`src/rtl/uart_tx_arbiter_if.sv`:
```
`default_nettype none
// ============================================================================
//  Module      : uart_tx_arbiter_if
//  Description : Bundles the two byte requesters and the tx_uart-facing
//                outputs of the transmit arbiter.
//                  req0/data0/ack0 : requester 0 (result/echo path)
//                  req1/data1/ack1 : requester 1 (status/diagnostic source)
//                  tx_ready/tx_data: start strobe and byte towards tx_uart
//                  busy/owner      : arbiter status
//                The master modport is the requester side. The slave modport
//                is the arbiter side.
//  Revision    : 1.0 - initial release
// ============================================================================
interface uart_tx_arbiter_if;
    logic       req0;
    logic [7:0] data0;
    logic       ack0;
    logic       req1;
    logic [7:0] data1;
    logic       ack1;
    logic       tx_ready;
    logic [7:0] tx_data;
    logic       busy;
    logic       owner;

    modport master (
        output req0, data0, req1, data1,
        input  ack0, ack1, tx_ready, tx_data, busy, owner
    );

    modport slave (
        input  req0, data0, req1, data1,
        output ack0, ack1, tx_ready, tx_data, busy, owner
    );
endinterface
`default_nettype wire

```
`src/rtl/uart_tx_arbiter.sv`:
```
`default_nettype none
// ============================================================================
//  Module      : uart_tx_arbiter
//  Description : Round-robin arbiter that shares one tx_uart between two byte
//                requesters. Each grant produces one start strobe and one ack.
//                The grant is then held for a full frame plus guard time
//                before re-arbitration.
//  Ports       : clk  - system clock, rising edge
//                rst  - asynchronous active-low reset
//                bus  - uart_tx_arbiter_if.slave (requests, acks, tx side,
//                       busy/owner status)
//  Revision    : 1.0 - initial release
// ============================================================================
module uart_tx_arbiter #(
    parameter int CLK_FREQ   = 50_000_000,
    parameter int BAUD       = 9600,
    parameter int FRAME_BITS = 10,
    parameter int GUARD_CYC  = 2
) (
    input  wire logic          clk,
    input  wire logic          rst,
    uart_tx_arbiter_if.slave   bus
);

    localparam int C_BIT_CYC   = CLK_FREQ / BAUD;
    localparam int C_FRAME_CYC = C_BIT_CYC * FRAME_BITS;
    localparam int C_HOLD_CYC  = C_FRAME_CYC + GUARD_CYC;
    localparam int C_CNT_W     = $clog2(C_HOLD_CYC) + 1;
    // START and the WAIT cycle that sees zero are both part of the hold.
    // The load value therefore excludes them.
    localparam logic [C_CNT_W-1:0] C_CNT_LOAD = C_CNT_W'(C_HOLD_CYC - 2);

    typedef enum logic [1:0] {
        S_IDLE  = 2'd0,
        S_START = 2'd1,
        S_WAIT  = 2'd2
    } state_t;

    state_t               r_state;
    state_t               w_next_state;
    logic [C_CNT_W-1:0]   r_cnt;
    logic [C_CNT_W-1:0]   w_next_cnt;
    logic                 r_owner;
    logic                 w_next_owner;
    logic [7:0]           r_tx_data;
    logic [7:0]           w_next_tx_data;
    logic                 r_busy;
    logic                 w_next_busy;
    logic                 w_winner;

    // Requester 1 wins if it is alone, or on a tie when 0 was served last.
    // owner resets to 1, so requester 0 wins the first tie.
    assign w_winner = bus.req1 & (~bus.req0 | ~r_owner);

    always_ff @(posedge clk or negedge rst) begin
        if (!rst) begin
            r_state   <= S_IDLE;
            r_cnt     <= '0;
            r_owner   <= 1'b1;
            r_tx_data <= 8'h00;
            r_busy    <= 1'b0;
        end else begin
            r_state   <= w_next_state;
            r_cnt     <= w_next_cnt;
            r_owner   <= w_next_owner;
            r_tx_data <= w_next_tx_data;
            r_busy    <= w_next_busy;
        end
    end

    always_comb begin
        w_next_state   = r_state;
        w_next_cnt     = r_cnt;
        w_next_owner   = r_owner;
        w_next_tx_data = r_tx_data;
        w_next_busy    = r_busy;
        case (r_state)
            S_IDLE: begin
                if (bus.req0 || bus.req1) begin
                    w_next_owner   = w_winner;
                    w_next_tx_data = w_winner ? bus.data1 : bus.data0;
                    w_next_busy    = 1'b1;
                    w_next_state   = S_START;
                end
            end
            S_START: begin
                w_next_cnt   = C_CNT_LOAD;
                w_next_state = S_WAIT;
            end
            S_WAIT: begin
                if (r_cnt == '0) begin
                    w_next_busy  = 1'b0;
                    w_next_state = S_IDLE;
                end else begin
                    w_next_cnt = r_cnt - 1'b1;
                end
            end
            default: begin
                w_next_state = S_IDLE;
            end
        endcase
    end

    // The strobe and the ack are decoded from the registered state. Both
    // therefore last exactly the single START cycle. Only one ack can fire.
    assign bus.tx_ready = (r_state == S_START);
    assign bus.ack0     = (r_state == S_START) & ~r_owner;
    assign bus.ack1     = (r_state == S_START) &  r_owner;
    assign bus.tx_data  = r_tx_data;
    assign bus.busy     = r_busy;
    assign bus.owner    = r_owner;

endmodule
`default_nettype wire

```
`src/flat_wrapper.sv`:
```
// flat-port wrapper written by rule: the top's interface ports become plain ports
module uart_tx_arbiter_flat 
#(
    parameter int CLK_FREQ   = 50_000_000,
    parameter int BAUD       = 9600,
    parameter int FRAME_BITS = 10,
    parameter int GUARD_CYC  = 2
)
  (clk, rst, bus_req0, bus_data0, bus_req1, bus_data1, bus_ack0, bus_ack1, bus_tx_ready, bus_tx_data, bus_busy, bus_owner);
  uart_tx_arbiter_if bus_i ();
  input  wire logic clk;
  input  wire logic rst;
  input wire logic [$bits(bus_i.req0)-1:0] bus_req0;
  input wire logic [$bits(bus_i.data0)-1:0] bus_data0;
  input wire logic [$bits(bus_i.req1)-1:0] bus_req1;
  input wire logic [$bits(bus_i.data1)-1:0] bus_data1;
  output wire logic [$bits(bus_i.ack0)-1:0] bus_ack0;
  output wire logic [$bits(bus_i.ack1)-1:0] bus_ack1;
  output wire logic [$bits(bus_i.tx_ready)-1:0] bus_tx_ready;
  output wire logic [$bits(bus_i.tx_data)-1:0] bus_tx_data;
  output wire logic [$bits(bus_i.busy)-1:0] bus_busy;
  output wire logic [$bits(bus_i.owner)-1:0] bus_owner;
  assign bus_i.req0 = bus_req0;
  assign bus_i.data0 = bus_data0;
  assign bus_i.req1 = bus_req1;
  assign bus_i.data1 = bus_data1;
  assign bus_ack0 = bus_i.ack0;
  assign bus_ack1 = bus_i.ack1;
  assign bus_tx_ready = bus_i.tx_ready;
  assign bus_tx_data = bus_i.tx_data;
  assign bus_busy = bus_i.busy;
  assign bus_owner = bus_i.owner;
  uart_tx_arbiter #(.CLK_FREQ(CLK_FREQ), .BAUD(BAUD), .FRAME_BITS(FRAME_BITS), .GUARD_CYC(GUARD_CYC)) u_core (.clk(clk), .rst(rst), .bus(bus_i));
endmodule
```
`config.mk`:
```
export PLATFORM = sky130hd
export DESIGN_NAME = uart_tx_arbiter_flat
export DESIGN_NICKNAME = d
export VERILOG_FILES = /design/src/rtl/uart_tx_arbiter_if.sv /design/src/rtl/uart_tx_arbiter.sv /design/src/flat_wrapper.sv
export SDC_FILE = /design/constraint.sdc
export NUM_CORES = 1
export LEC_CHECK = 0
export CAP_MARGIN = 20
export CORE_ASPECT_RATIO = 0.75
export CORE_MARGIN = 5
export CORE_UTILIZATION = 38
export DETAILED_ROUTE_END_ITERATION = 6
export REMOVE_ABC_BUFFERS = 1
export SETUP_SLACK_MARGIN = 0.15
export SLEW_MARGIN = 25
export SYNTH_ARGS = -nofsm -noshare
export SYNTH_HDL_FRONTEND = slang
export SYNTH_SLANG_ARGS = --single-unit
```
`constraint.sdc`:
```
create_clock -name clk -period 5.3 [get_ports clk]
set_input_delay 0.795 -clock clk [delete_from_list [all_inputs] [get_ports clk]]
set_output_delay 0.795 -clock clk [all_outputs]
set_load 0.01 [all_outputs]
```
==> flow_metrics.tcl <==
set metrics [dict create \
    hp-class "reg2reg" \
    cp_max_fo 16 \
    syn_area_um2 1520 \
    design_area_um2 1990 \
    timing.clock.skew_ns 0.00852 \
    finalHoldViolations 0 \
    chip_height_um 64.7 \
    maximum_number_of_pins_on_one_net_before_global_route_repair 30 \
    cts.sink_count 29 \
    grt_antenna_before_repair 0 \
    grt_remaining_overflow 0 \
    yosys.area.top_type "sky130_fd_sc_hd__dfrtp_1" \
    postPlaceCellArea_um2 1900 \
    fmax_ghz 0.312 \
    timing.reg2reg.worst_path_depth 6 \
    ir_drop_mv 0.245 \
    ioPinCount 33 \
    avgSynthCellArea_um2 10.4 \
    buffer_ports.inserted 32 \
    synth_top_area_share_pct 46.2 \
    required_time_at_the_endpoint_of_the_critical_path_ns 4.51 \
    seq_area_frac_synth_pct 47.9 \
    timing_worst_setup_path_type "reg2out" \
    grt_pass1_vias 1258 \
    design.final.nets 204 \
    cts.repair_timing.setup_buffer_count 0 \
    synth-seq-cells 29 \
    leakage_nw 0.751 \
    max_cap_viol_count 0 \
    cts_hold_buffers 0 \
    layout_commonest_cell "sky130_fd_sc_hd__clkdlybuf4s50_1" \
    worstSetupEndpointType "output pin" \
    cts_max_level 2 \
    number_of_buffers_added_by_the_clock_tree_synthesis_step 5 \
    path_clk_slew_ns 0.06 \
    cts_tree "done" \
    tns_ns 0 \
    num_rows 19 \
    run_status "complete, no violations" \
    drt_pass1_iterations 4 \
    crit_path_end "bus_ack1" \
    cts.repair.resized 0 \
    yosys_warnings 0 \
    detailedRoute.firstIterationViolations 57 \
    postSynthCellCount 146 \
    maxSlewViolCount 0 \
    dpl.hpwl_um 2600 \
    biggest_cell_delay_along_the_critical_path_ns 0.51 \
    n_antenna_cell 0 \
    post_route_cells_drive_above_1_share_pct 12.0 \
    crit-reg2reg-capture "u_core.r_cnt[5]$_DFFE_PN0P_" \
    clkLatencyLatePin_ns 0.28 \
    synth.distinct_cells 43 \
    max-slew-margin-rel_pct 57.8 \
    layout-area-overhead-vs-synth_pct 31.5 \
    startpoint "u_core.r_state[1]$_DFFE_PN0P_" \
    routed_via_density 5.14 \
    timing.critical_path.arrival_ns 2.41 \
    worstPathCellList "nand2b_1, clkinv_1, and2_1, clkdlybuf4s50_1" \
    finish.cell_count_without_fillers 236 \
    rsz0062_at_grt "false" \
    netlist_top_cells_area "sky130_fd_sc_hd__dfrtp_1, sky130_fd_sc_hd__mux2i_1, sky130_fd_sc_hd__nor2_1" \
    finalWorstPathRequiredPeriod_ns 3.21 \
    global_route_total_usage_across_every_layer_pct 14.0 \
    finalSetupViolations 0 \
    start_util_pct 40.4 \
    wl_per_cell_um 14.7 \
    cts_root_buf "sky130_fd_sc_hd__clkbuf_8" \
    core_region_area_um2 3760 \
    cts.path.max_buffers 2 \
    drc 0 \
    critPathSlowestCell "sky130_fd_sc_hd__nand2b_1" \
    grt_first_pass_wirelength_um 5950 \
    final_min_period_over_clock_period_pct 60.6 \
    commonest_non_fill_non_tap_cells_in_the_layout "sky130_fd_sc_hd__clkdlybuf4s50_1, sky130_fd_sc_hd__dfrtp_1, sky130_fd_sc_hd__nor2_1" \
    max_slew.worst_pin.slew_ns 0.631 \
    count_of_vias_placed_by_the_detailed_router 1213 \
    reg2reg_slack_ns 3.15 \
    cellPowerDensity_nw_per_um2 450 \
    crit_path_start_kind "flip-flop" \
    final_antenna_net_count 0 \
    globalplace.congestion 0.853 \
    regToRegStartpoint "u_core.r_cnt[0]$_DFFE_PN0P_" \
    fin_total_pwr_uw 898 \
    design.die.area_um2 5370 \
    placed_cells 228 \
    hp-start "u_core.r_cnt[0]$_DFFE_PN0P_" \
    route.final.wire_length_um 3470 \
    die_w_um 82.9 \
]
==> cells in the mapped netlist <==
library cell / n
sky130_fd_sc_hd__dfstp_2: 1
sky130_fd_sc_hd__nor3_1: 3
sky130_fd_sc_hd__and2_1: 3
sky130_fd_sc_hd__nor4_2: 1
sky130_fd_sc_hd__mux2_2: 1
sky130_fd_sc_hd__or4_4: 1
sky130_fd_sc_hd__a21boi_0: 1
sky130_fd_sc_hd__buf_4: 1
sky130_fd_sc_hd__nor4b_1: 1
sky130_fd_sc_hd__nand2_4: 1
sky130_fd_sc_hd__clkinv_1: 1
sky130_fd_sc_hd__o31ai_4: 1
sky130_fd_sc_hd__nor2b_1: 1
sky130_fd_sc_hd__nand3b_2: 1
sky130_fd_sc_hd__and4_4: 1
sky130_fd_sc_hd__a211oi_1: 1
sky130_fd_sc_hd__nor4_4: 2
sky130_fd_sc_hd__mux2i_1: 13
sky130_fd_sc_hd__nand2b_1: 3
sky130_fd_sc_hd__buf_1: 1
sky130_fd_sc_hd__inv_1: 3
sky130_fd_sc_hd__or3_1: 4
sky130_fd_sc_hd__nor2_1: 20
sky130_fd_sc_hd__o21a_1: 1
sky130_fd_sc_hd__o31ai_1: 1
sky130_fd_sc_hd__nand2_1: 10
sky130_fd_sc_hd__clkbuf_1: 2
sky130_fd_sc_hd__o211ai_1: 3
sky130_fd_sc_hd__nor4_1: 3
sky130_fd_sc_hd__nor3_2: 2
sky130_fd_sc_hd__xor2_1: 4
sky130_fd_sc_hd__xnor2_1: 1
sky130_fd_sc_hd__nor3b_1: 1
sky130_fd_sc_hd__nand3_1: 3
sky130_fd_sc_hd__or3_2: 1
sky130_fd_sc_hd__ha_1: 1
sky130_fd_sc_hd__or4_1: 1
sky130_fd_sc_hd__dfrtp_1: 28
sky130_fd_sc_hd__nand4_1: 3
sky130_fd_sc_hd__or3b_2: 1
sky130_fd_sc_hd__o211a_1: 1
sky130_fd_sc_hd__o21ai_0: 4
sky130_fd_sc_hd__a21oi_1: 9
==> flip-flops by register name (all words and copies together) (netlist names) <==
register	flops
u_core.bus.tx_data	8
u_core.bus.busy	1
u_core.r_cnt	17
u_core.r_state	2
u_core.bus.owner	1
==> critical path, delay by kind of cell, from the launching register on <==
family	cells	cell delay, ns
buffers and inverters	2	0.94
DFF	1	0.41
and+or+nand+nor	2	0.80
==> kinds of logic (layout without fill, tap and decap cells) <==
kind of cell / count (synthesis) / after routing / share of synthesized area (%)
adder cells (fa/ha/maj): 1 / 1 / 0.825
flip-flops: 29 / 29 / 47.9
AO/OA/AOI/OAI: 22 / 22 / 9.82
buffers and inverters: 8 / 46 / 2.23
multiplexers: 14 / 14 / 9.32
AND/OR/NAND/NOR: 67 / 67 / 27.0
XOR/XNOR: 5 / 5 / 2.89
==> report_power, final <==
part / switching, mW / leakage (nW) / internal, mW / total, mW
clock network: 0.0790 / 0.0455 / 0.106 / 0.185
registers: 0.0552 / 0.324 / 0.287 / 0.342
logic: 0.201 / 0.381 / 0.171 / 0.372
total: 0.335 / 0.751 / 0.563 / 0.898
==> area by class of cell <==
cell class,count,area [um2]
fill,349,1760
multi-input combinational,109,762
sequential,29,727
timing repair buffer,34,335
clock buffer,8,90.1
tap,52,65.1
inverter,4,15.0
==> how the worst min path moves through the flow <==
stage                     cells after the start  slack [ns]                          end
after floorplan                               1        0.46  u_core.r_cnt[0]$_DFFE_PN0P_
after global placement                        1        0.48  u_core.r_cnt[0]$_DFFE_PN0P_
after detailed placement                      1        0.49  u_core.r_cnt[0]$_DFFE_PN0P_
after CTS                                     1        0.50  u_core.r_cnt[0]$_DFFE_PN0P_
after global routing                          1        0.51  u_core.r_cnt[0]$_DFFE_PN0P_
final                                         1        0.50  u_core.r_cnt[0]$_DFFE_PN0P_
==> stage by stage <==
step                hold slack, ns  utilization [%]  worst slack, ns
floorplan                    0.459                -             3.06
global placement             0.481             50.5             2.50
detailed placement           0.490             50.5             2.43
CTS                          0.498             52.9             2.11
global route                 0.506             53.1             1.91
finish                       0.502             53.1             2.09
==> routing by layer <==
layer / up-vias / global-route usage (%) / wire (um)
li1: 606 / - / -
met1: 567 / 19.6 / 1680
met2: 36 / 20.2 / 1550
met3: 4 / 4.05 / 208
met4: 0 / 6.12 / 40
met5: - / 0 / 0
Power figures use the tool's default switching activity.
